==> src/rtl/guess_entry.sv <==
// guess_entry -- player-side guess source for the digit-guessing game.
//
// Collects digits from debounced keypad strobes into a packed guess and
// presents it to the scorer. After the scorer settles it samples the
// correct/wrong-place counts, counts the turn and tracks win/lose.
//
// Optional feature macro: GUESS_UNIQUE_DIGITS_EN
//   defined   : a digit equal to one already entered is rejected
//   undefined : repeated digits are accepted
//
// Ports
//   clk                 in  system clock
//   reset               in  asynchronous, active-low reset
//   digit_in            in  digit value, qualified by digit_stb
//   digit_stb           in  1-cycle pulse: append digit_in
//   backspace_stb       in  1-cycle pulse: delete last digit
//   submit_stb          in  1-cycle pulse: submit the guess
//   new_game_stb        in  1-cycle pulse: restart from DONE
//   correct_place_count in  scorer result
//   wrong_place_count   in  scorer result
//   guess               out packed guess, first digit entered in the top nibble
//   guess_valid         out 1-cycle pulse when a guess is submitted
//   entry_count         out digits entered so far
//   turn_count          out completed turns
//   last_correct        out sampled correct_place_count
//   last_wrong          out sampled wrong_place_count
//   busy                out high while waiting on the scorer
//   reject              out 1-cycle pulse on an illegal action
//   won, lost           out sticky game result
module guess_entry #(
  parameter int unsigned DIGITS    = 4,
  parameter int unsigned DIGIT_W   = 4,
  parameter int unsigned DIGIT_MAX = 9,
  parameter int unsigned MAX_TURNS = 10,
  parameter int unsigned CHECK_LAT = 1
) (
  input  logic                           clk,
  input  logic                           reset,
  input  logic [DIGIT_W-1:0]             digit_in,
  input  logic                           digit_stb,
  input  logic                           backspace_stb,
  input  logic                           submit_stb,
  input  logic                           new_game_stb,
  input  logic [3:0]                     correct_place_count,
  input  logic [3:0]                     wrong_place_count,
  output logic [DIGITS*DIGIT_W-1:0]      guess,
  output logic                           guess_valid,
  output logic [$clog2(DIGITS+1)-1:0]    entry_count,
  output logic [3:0]                     turn_count,
  output logic [3:0]                     last_correct,
  output logic [3:0]                     last_wrong,
  output logic                           busy,
  output logic                           reject,
  output logic                           won,
  output logic                           lost
);

  localparam int unsigned GW  = DIGITS * DIGIT_W;
  localparam int unsigned CW  = $clog2(DIGITS + 1);
  localparam int unsigned WCW = $clog2(CHECK_LAT + 2);

  localparam logic [CW-1:0]      FULL      = CW'(DIGITS);
  localparam logic [DIGIT_W-1:0] DMAX      = DIGIT_W'(DIGIT_MAX);
  localparam logic [3:0]         ALL_RIGHT = 4'(DIGITS);
  localparam logic [3:0]         TURN_LIM  = 4'(MAX_TURNS);
  localparam logic [WCW-1:0]     WAIT_LAST = WCW'(CHECK_LAT);

  typedef enum logic [1:0] {
    S_ENTRY = 2'd0,
    S_WAIT  = 2'd1,
    S_SCORE = 2'd2,
    S_DONE  = 2'd3
  } state_t;

  state_t               state, state_nxt;
  logic [WCW-1:0]       wait_cnt, wait_nxt;
  logic [GW-1:0]        guess_nxt;
  logic [CW-1:0]        entry_nxt;
  logic [3:0]           turn_nxt, lc_nxt, lw_nxt, turn_inc;
  logic                 gv_nxt, rej_nxt, won_nxt, lost_nxt;
  logic                 dup;

`ifdef GUESS_UNIQUE_DIGITS_EN
  // The most recent digit sits in the low nibble, so the entered digits
  // occupy nibbles 0 .. entry_count-1.
  always_comb begin
    dup = 1'b0;
    for (int unsigned i = 0; i < DIGITS; i++) begin
      if (i < 32'(entry_count) && guess[i*DIGIT_W +: DIGIT_W] == digit_in)
        dup = 1'b1;
    end
  end
`else
  assign dup = 1'b0;
`endif

  assign busy     = (state == S_WAIT);
  assign turn_inc = turn_count + 4'd1;

  always_ff @(posedge clk or negedge reset) begin
    if (!reset) begin
      state        <= S_ENTRY;
      wait_cnt     <= '0;
      guess        <= '0;
      entry_count  <= '0;
      turn_count   <= '0;
      last_correct <= '0;
      last_wrong   <= '0;
      guess_valid  <= 1'b0;
      reject       <= 1'b0;
      won          <= 1'b0;
      lost         <= 1'b0;
    end else begin
      state        <= state_nxt;
      wait_cnt     <= wait_nxt;
      guess        <= guess_nxt;
      entry_count  <= entry_nxt;
      turn_count   <= turn_nxt;
      last_correct <= lc_nxt;
      last_wrong   <= lw_nxt;
      guess_valid  <= gv_nxt;
      reject       <= rej_nxt;
      won          <= won_nxt;
      lost         <= lost_nxt;
    end
  end

  always_comb begin
    state_nxt = state;
    wait_nxt  = wait_cnt;
    guess_nxt = guess;
    entry_nxt = entry_count;
    turn_nxt  = turn_count;
    lc_nxt    = last_correct;
    lw_nxt    = last_wrong;
    gv_nxt    = 1'b0;
    rej_nxt   = 1'b0;
    won_nxt   = won;
    lost_nxt  = lost;

    unique case (state)
      S_ENTRY: begin
        // submit > backspace > digit; lower strobes in the same cycle drop
        if (submit_stb) begin
          if (entry_count == FULL) begin
            gv_nxt    = 1'b1;
            wait_nxt  = '0;
            state_nxt = S_WAIT;
          end else begin
            rej_nxt = 1'b1;
          end
        end else if (backspace_stb) begin
          if (entry_count != '0) begin
            guess_nxt = guess >> DIGIT_W;
            entry_nxt = entry_count - CW'(1);
          end
        end else if (digit_stb) begin
          if (entry_count == FULL || digit_in > DMAX || dup) begin
            rej_nxt = 1'b1;
          end else begin
            guess_nxt = (guess << DIGIT_W) | {{(GW-DIGIT_W){1'b0}}, digit_in};
            entry_nxt = entry_count + CW'(1);
          end
        end
      end

      // Guess is held so the scorer sees a stable input for CHECK_LAT+1 cycles.
      S_WAIT: begin
        if (wait_cnt == WAIT_LAST) state_nxt = S_SCORE;
        else                       wait_nxt  = wait_cnt + WCW'(1);
      end

      S_SCORE: begin
        lc_nxt   = correct_place_count;
        lw_nxt   = wrong_place_count;
        turn_nxt = turn_inc;
        if (correct_place_count == ALL_RIGHT) begin
          won_nxt   = 1'b1;
          state_nxt = S_DONE;
        end else if (turn_inc == TURN_LIM) begin
          lost_nxt  = 1'b1;
          state_nxt = S_DONE;
        end else begin
          guess_nxt = '0;
          entry_nxt = '0;
          state_nxt = S_ENTRY;
        end
      end

      S_DONE: begin
        if (new_game_stb) begin
          guess_nxt = '0;
          entry_nxt = '0;
          turn_nxt  = '0;
          lc_nxt    = '0;
          lw_nxt    = '0;
          won_nxt   = 1'b0;
          lost_nxt  = 1'b0;
          state_nxt = S_ENTRY;
        end
      end

      default: state_nxt = S_ENTRY;
    endcase
  end

endmodule
==> config.mk <==
export PLATFORM = sky130hd
export DESIGN_NAME = guess_entry
export DESIGN_NICKNAME = d
export VERILOG_FILES = /design/src/rtl/guess_entry.sv
export SDC_FILE = /design/constraint.sdc
export NUM_CORES = 1
export LEC_CHECK = 0
export ABC_AREA = 1
export ABC_CLOCK_PERIOD_IN_PS = 4400
export CAP_MARGIN = 20
export CORE_MARGIN = 3
export CORE_UTILIZATION = 46
export DETAILED_ROUTE_END_ITERATION = 10
export HOLD_SLACK_MARGIN = 0.06
export PLACE_DENSITY = 0.76
export SYNTH_ARGS = -nofsm -noshare
export SYNTH_HDL_FRONTEND = slang
export SYNTH_SLANG_ARGS = --single-unit
==> constraint.sdc <==
create_clock -name clk -period 4.4 [get_ports clk]
set_input_delay 0.44 -clock clk [delete_from_list [all_inputs] [get_ports clk]]
set_output_delay 0.44 -clock clk [all_outputs]
set_load 0.01 [all_outputs]
==> run_results.csv, run 1 <==
group,metric,value,unit
run_status,status,"completed",
power,p_seq_share,35.5,%
timing,fin_skew,0.004429,ns
finish,antenna_cells,0,
timing,fin_crit,2.527,ns
timing,finalHoldViolCount,0,
setup_path,crit_chain,"clkdlybuf4s50_1 -> inv_1 -> nand2_1 -> nand2_1 -> nand2_2 -> nand2_4 -> nand2_1 -> nand2_1",
setup_path,critPathRequiredTime,4.57,ns
logic_synthesis,synth_top_area_cell,"dfrtp_1",
logic_synthesis,synth-seq-area-share,47.16,%
clocking,cts_root_buffer,"clkbuf_8",
logic_synthesis,synth_area_leaders,"dfrtp_1 47%, nand2_1 12%, nand3_2 5.8%",
routing,first_pass_iters,4,
clocking,cts_tree,"built",
clocking,cts.sinks,39,
logic_synthesis,synth_most_common_cell,"nand2_1",
setup_path,cp_common_cell,"nand2_1",
logic_synthesis,syn-cell-area,2069,sq um
timing,tightestPinTransition,0.8681,ns
floorplan,start_util,49.60,%
grt,grt_pass1_vias,1734,
clocking,path_clk_slew,0.07,ns
setup_path,slowest_stage,"clkdlybuf4s50_1",
logic_synthesis,ys_types,29,
routing,vias_per_cell,5.157,
logic_synthesis,synth_nets,267,
setup_path,crit_family,"buffers and inverters",
timing,fmax,395.7,MHz
finish,final_net_count,315,
power,p_sw,750.1,uW
floorplan,dieArea,5340,sq um
setup_path,critPathMaxStageDelay,0.89,ns
power,power_density,660.9,nW/um^2
logic_synthesis,synth.avg_cell_area,8.447,sq um
routing,detail_route.wl_per_cell,13.79,um
power,combPwrFrac,51.4,%
power,p_int,1.001,mW
place,io_buffers,53,
clocking,cts_buffer_depth,2,
timing,slew_violations,0,
routing,wirelength,4743,um
floorplan,placement_rows,23,
grt,grt_pass1_wl,8086,um
grt,antenna_found_initial,0,
logic_synthesis,yosysWarnings,0,
timing,max_slew_margin,42.13,%
logic_synthesis,synth-async-reset-ratio,100.0,%
place,hpwl,3409,um
grt,grt_overflow,0,
routing,vias,1774,
finish,seq_area,975.9,sq um
setup_path,path_buf_inv,2,
timing,fin_crit_sh,57.44,%
power,p_sw_share,42.82,%
place,finalWeightedCongestion,0.7679,
timing,finalSetupTns,0,ns
setup_path,cp-start-kind,"input pin",
floorplan,dieWidth,73.08,um
timing,setup_viol,0,
clocking,cts_buffers,5,
clocking,postCtsHoldBufs,0,
timing,rsz0062_at_grt,"no",
clocking,ctsResizeCount,0,
floorplan,core-area,4173,sq um
finish,final_util,63.51,%
setup_path,cp_data_arrival_time,2.70,ns
floorplan,fp.dieH,73.08,um
routing,ant_nets,0,
power,clockPowerShare,13.0,%
clocking,post_cts_buffers,0,
logic_synthesis,ys_seq_elements,39,
routing,remaining_drc_errors,0,
setup_path,critPathMaxFanout,20,
floorplan,pin_count,54,
logic_synthesis,synth_ff_type,"dfrtp_1",
job,drv_cap,0,
worst_hold_path,hp-class,"in -> async",
logic_synthesis,synthCells,245,
finish,area.growth.synth_to_final,28.05,%
setup_path,endpoint_kind,"flop",
logic_synthesis,synth_common_cells,"66 x nand2_1, 39 x dfrtp_1, 25 x nor2_1",
clocking,clock_latency,0.29,ns
clocking,h-tree-depth,2,
grt,grt_usage,19.50,%
finish,fillCellCount,354,
finish,multi_input_area,925.9,sq um
grt,grt_start_max_net_pins,40,
power,vdd_ir_drop_max,240.3,uV
power,p_leak,1.239,nW
routing,drtIter0Drc,118,
setup_path,critical_path_class,"in -> reg",
logic_synthesis,synth_top_area_share,47.16,%
finish,drive_gt1_share,9.184,%
logic_synthesis,synth-edff-count,0,
[metrics by stage]
| stage | cells | area [sq um] | hold WS [ns] | power [mW] | worst slack [ns] |
|---|---|---|---|---|---|
| 6_report | 344 | 2650 | 0.2628 | 1.751 | 1.873 |
| 4_1_cts | 344 | 2650 | 0.2888 | 1.769 | 1.921 |
| 3_5_place_dp | 336 | 2569 | 0.4846 | 1.533 | 1.616 |
| 2_1_floorplan | 245 | 2069 | 0.1444 | 1.223 | 2.735 |
| 3_3_place_gp | 336 | 2569 | 0.4732 | 1.513 | 1.687 |
| 5_1_grt | 344 | 2650 | 0.3311 | 1.904 | 1.654 |
[worst reg2reg max path, delay by kind of cell, from the launching register on]
| kind | cells | cell delay, ns |
|---|---|---|
| simple gates | 7 | 1.40 |
| flops | 1 | 0.56 |
| buf+inv | 1 | 0.26 |
[state kept, by name, summed over array words and instances, names as in the netlist]
| name | count |
|---|---|
| won | 1 |
| last_correct | 4 |
| guess | 16 |
| state | 2 |
| lost | 1 |
| entry_count | 3 |
| reject | 1 |
| turn_count | 4 |
| guess_valid | 1 |
| wait_cnt | 2 |
| last_wrong | 4 |
[logic make-up (layout without fill, tap and decap cells)]
group	count (synthesis)	in the layout	synth area share, %
simple gates	128	128	30.23
compound gates	40	40	11.31
flops	39	39	47.16
buf+inv	33	82	8.101
fa+ha+maj	4	4	2.781
xor+xnor	1	1	0.4233
[cell usage in the layout (no fill, tap or decap), types with 3 or more instances in the layout]
cell,n
a21oi_1,10
a22o_1,7
a31oi_1,3
clkbuf_8,5
clkdlybuf4s50_1,52
dfrtp_1,39
ha_1,3
inv_1,20
nand2_1,66
nand3_1,14
nand3_2,12
nand4_1,3
nor2_1,25
o21ai_0,16
[final timing paths]
path                                       from  slack, ns  depth (start not counted)                        end
min in group clk           guess[9]$_DFFE_PN0P_       0.50                          2       guess[9]$_DFFE_PN0P_
setup / recovery                  backspace_stb       1.87                          8      guess[14]$_DFFE_PN0P_
hold / removal                            reset       0.26                          1  turn_count[2]$_DFFE_PN0P_
max in group asynchronous                 reset       3.59                          1       guess[6]$_DFFE_PN0P_
setup reg to reg           state[1]$_DFFE_PN0P_       2.08                          8      guess[14]$_DFFE_PN0P_
hold reg to reg            guess[9]$_DFFE_PN0P_       0.50                          2       guess[9]$_DFFE_PN0P_
[layout make-up]
type,count,share of cell area [%]
Sequential cell,39,36.83
Multi-Input combinational cell,173,34.94
Timing Repair Buffer,53,19.83
Inverter,21,2.975
Clock buffer,7,2.880
Tap cell,50,2.361
Clock inverter,1,0.1889
[per-layer routing]
metal	vias up	track usage (%)	part of all wire (%)
met5	-	0	0
li1	890	-	-
met2	39	31.38	48
met4	0	6.352	0.95
met1	841	26.12	48
met3	4	4.132	3.4
[power by group through the flow]
stage | clock (mW) | sequential, mW | combinational, mW
2_1_floorplan | 0 | 0.644 | 0.579
3_3_place_gp | 0 | 0.624 | 0.889
3_5_place_dp | 0 | 0.628 | 0.905
4_1_cts | 0.237 | 0.622 | 0.911
5_1_grt | 0.251 | 0.643 | 1.01
6_report | 0.228 | 0.622 | 0.901
Power figures use the tool's default switching activity.
==> run 2, diff against run 1 <==
--- a/config.mk
+++ b/config.mk
@@ -6,7 +6,7 @@
 export NUM_CORES = 1
 export LEC_CHECK = 0
 export ABC_AREA = 1
-export ABC_CLOCK_PERIOD_IN_PS = 4400
+export ABC_CLOCK_PERIOD_IN_PS = 2500
 export CAP_MARGIN = 20
 export CORE_MARGIN = 3
 export CORE_UTILIZATION = 46
==> constraint.sdc (replaced) <==
create_clock -name clk -period 2.5 [get_ports clk]
set_input_delay 0.25 -clock clk [delete_from_list [all_inputs] [get_ports clk]]
set_output_delay 0.25 -clock clk [all_outputs]
set_load 0.01 [all_outputs]
==> run 2 against run 1 <==
- combinational power is 84% higher
- power is 87% higher
- sequential cell count stayed put
- hold slack worse by 0.20 ns
- sequential share of layout area is 1.0 points lower
- final cell count is 1.5% higher
- register-to-register slack worse by 1.4 ns
- critical path type is now reg -> reg
- largest power group unchanged
==> run_results.csv, run 2 (synthesized netlist as in run 1, its figures left out) <==
group,metric,value,unit
run_status,status,"completed",
timing,fin_skew,0.008365,ns
setup_path,critical_path_class,"reg -> reg",
grt,grt_pass1_vias,1842,
routing,wirelength,4740,um
floorplan,start_util,49.60,%
timing,fin_crit,1.860,ns
floorplan,pin_count,54,
timing,fmax,537.5,MHz
routing,drtIter0Drc,153,
finish,antenna_cells,0,
routing,vias,1814,
routing,remaining_drc_errors,0,
clocking,cts_root_buffer,"clkbuf_8",
setup_path,endpoint_kind,"flop",
clocking,clock_latency,0.29,ns
timing,finalSetupTns,0,ns
setup_path,critPathMaxStageDelay,0.42,ns
finish,largest_register,"guess",
setup_path,path_buf_inv,2,
timing,max_slew_margin,44.22,%
clocking,h-tree-depth,2,
place,hpwl,3523,um
setup_path,critPathRequiredTime,2.69,ns
finish,final_cell_mix,"66 x nand2_1, 52 x clkdlybuf4s50_1, 39 x dfrtp_1, 25 x nor2_1, 20 x inv_1",
routing,vias_per_cell,5.198,
power,p_leak,1.281,nW
finish,area.growth.synth_to_final,31.62,%
grt,gr-usage-met1,26.40,%
clocking,cts_buffers,5,
place,io_buffers,53,
grt,grt_overflow,0,
grt,grt_usage,19.83,%
place,finalWeightedCongestion,0.8736,
finish,seq_area,975.9,sq um
place,placed_area,2606,sq um
finish,drive_gt1_share,11.37,%
timing,setup_viol,0,
floorplan,dieArea,5340,sq um
finish,fillCellCount,356,
power,power_density,1200,nW/um^2
place,dpl.cell_count,341,
timing,holdWs,0.06018,ns
setup_path,cp-start-kind,"flop",
floorplan,dieWidth,73.08,um
setup_path,cp_data_arrival_time,2.05,ns
timing,finalHoldViolCount,0,
job,drv_cap,0,
setup_path,ff2ff_setup_slack,0.64,ns
setup_path,crit_chain,"inv_2 -> nor2_2 -> nand3_1 -> nand3_2 -> nor2_4 -> buf_4 -> nand3_1 -> nand2_1",
clocking,ctsResizeCount,0,
grt,antenna_found_initial,0,
clocking,postCtsHoldBufs,0,
finish,final_util,65.28,%
timing,tightestPinTransition,0.8368,ns
floorplan,core-area,4173,sq um
grt,grt_pass1_wl,8342,um
floorplan,fp.dieH,73.08,um
timing,fin_crit_sh,74.42,%
clocking,cts_tree,"built",
finish,multi_input_area,925.9,sq um
clocking,cts_buffer_depth,2,
routing,detail_route.wl_per_cell,13.58,um
timing,rsz0062_at_grt,"no",
grt,grt_start_max_net_pins,40,
power,total_power,3.269,mW
finish,design_area,2724,sq um
setup_path,critical_path_cell_count,8,
setup_path,cp_common_cell,"nand3_1",
floorplan,placement_rows,23,
place,place_ws,0.5404,ns
grt,grt_busiest_layer,"met2",
clocking,post_cts_buffers,0,
timing,slew_violations,0,
timing,layout_setup_ws,0.6396,ns
finish,final_net_count,320,
routing,first_pass_iters,4,
routing,ant_nets,0,
setup_path,slowest_stage,"nor2_2",
finish,largest_reg_flops,16,
setup_path,critPathMaxFanout,13,
grt,grt_util_met2,32.37,%
finish,fin_cells,349,
setup_path,ff2ff_path_depth,8,
grt,grtUsageMet3,4.959,%
power,vdd_ir_drop_max,468.6,uV
clocking,path_clk_slew,0.08,ns
finish,layout_commonest_cell,"nand2_1",
setup_path,crit_family,"simple AND/OR/NAND/NOR gates",
worst_hold_path,hp-class,"in -> async",
clocking,cts.sinks,39,
## run 2: path summary, 6_finish.rpt
kind / start / end
setup / recovery: state[1]$_DFFE_PN0P_ / guess[14]$_DFFE_PN0P_
hold / removal: reset / guess[12]$_DFFE_PN0P_
setup reg to reg: state[1]$_DFFE_PN0P_ / guess[14]$_DFFE_PN0P_
hold reg to reg: wait_cnt[0]$_DFFE_PN0P_ / wait_cnt[0]$_DFFE_PN0P_
max in group asynchronous: reset / guess[7]$_DFFE_PN0P_
min in group clk: wait_cnt[0]$_DFFE_PN0P_ / wait_cnt[0]$_DFFE_PN0P_
## run 2: cell type report
type / instances / area share (%)
repair buffers: 58 / 20.67
flip-flops and latches: 39 / 35.83
well taps: 50 / 2.297
inverters: 21 / 2.894
multi-input cells: 173 / 33.99
clock buffers: 6 / 3.032
clock inverters: 2 / 1.286
## run 2: layer usage
metal  share of wire [%]  up-vias
li1                    -      901
met1                  46      852
met2                  47       56
met3                 6.1        5
met4                0.86        0
met5                   0        -
## run 2: power breakdown
part	switching [mW]	internal, mW	leakage, nW
clock network	0.220	0.323	0.0612
registers	0.198	0.864	0.510
logic	0.923	0.742	0.711
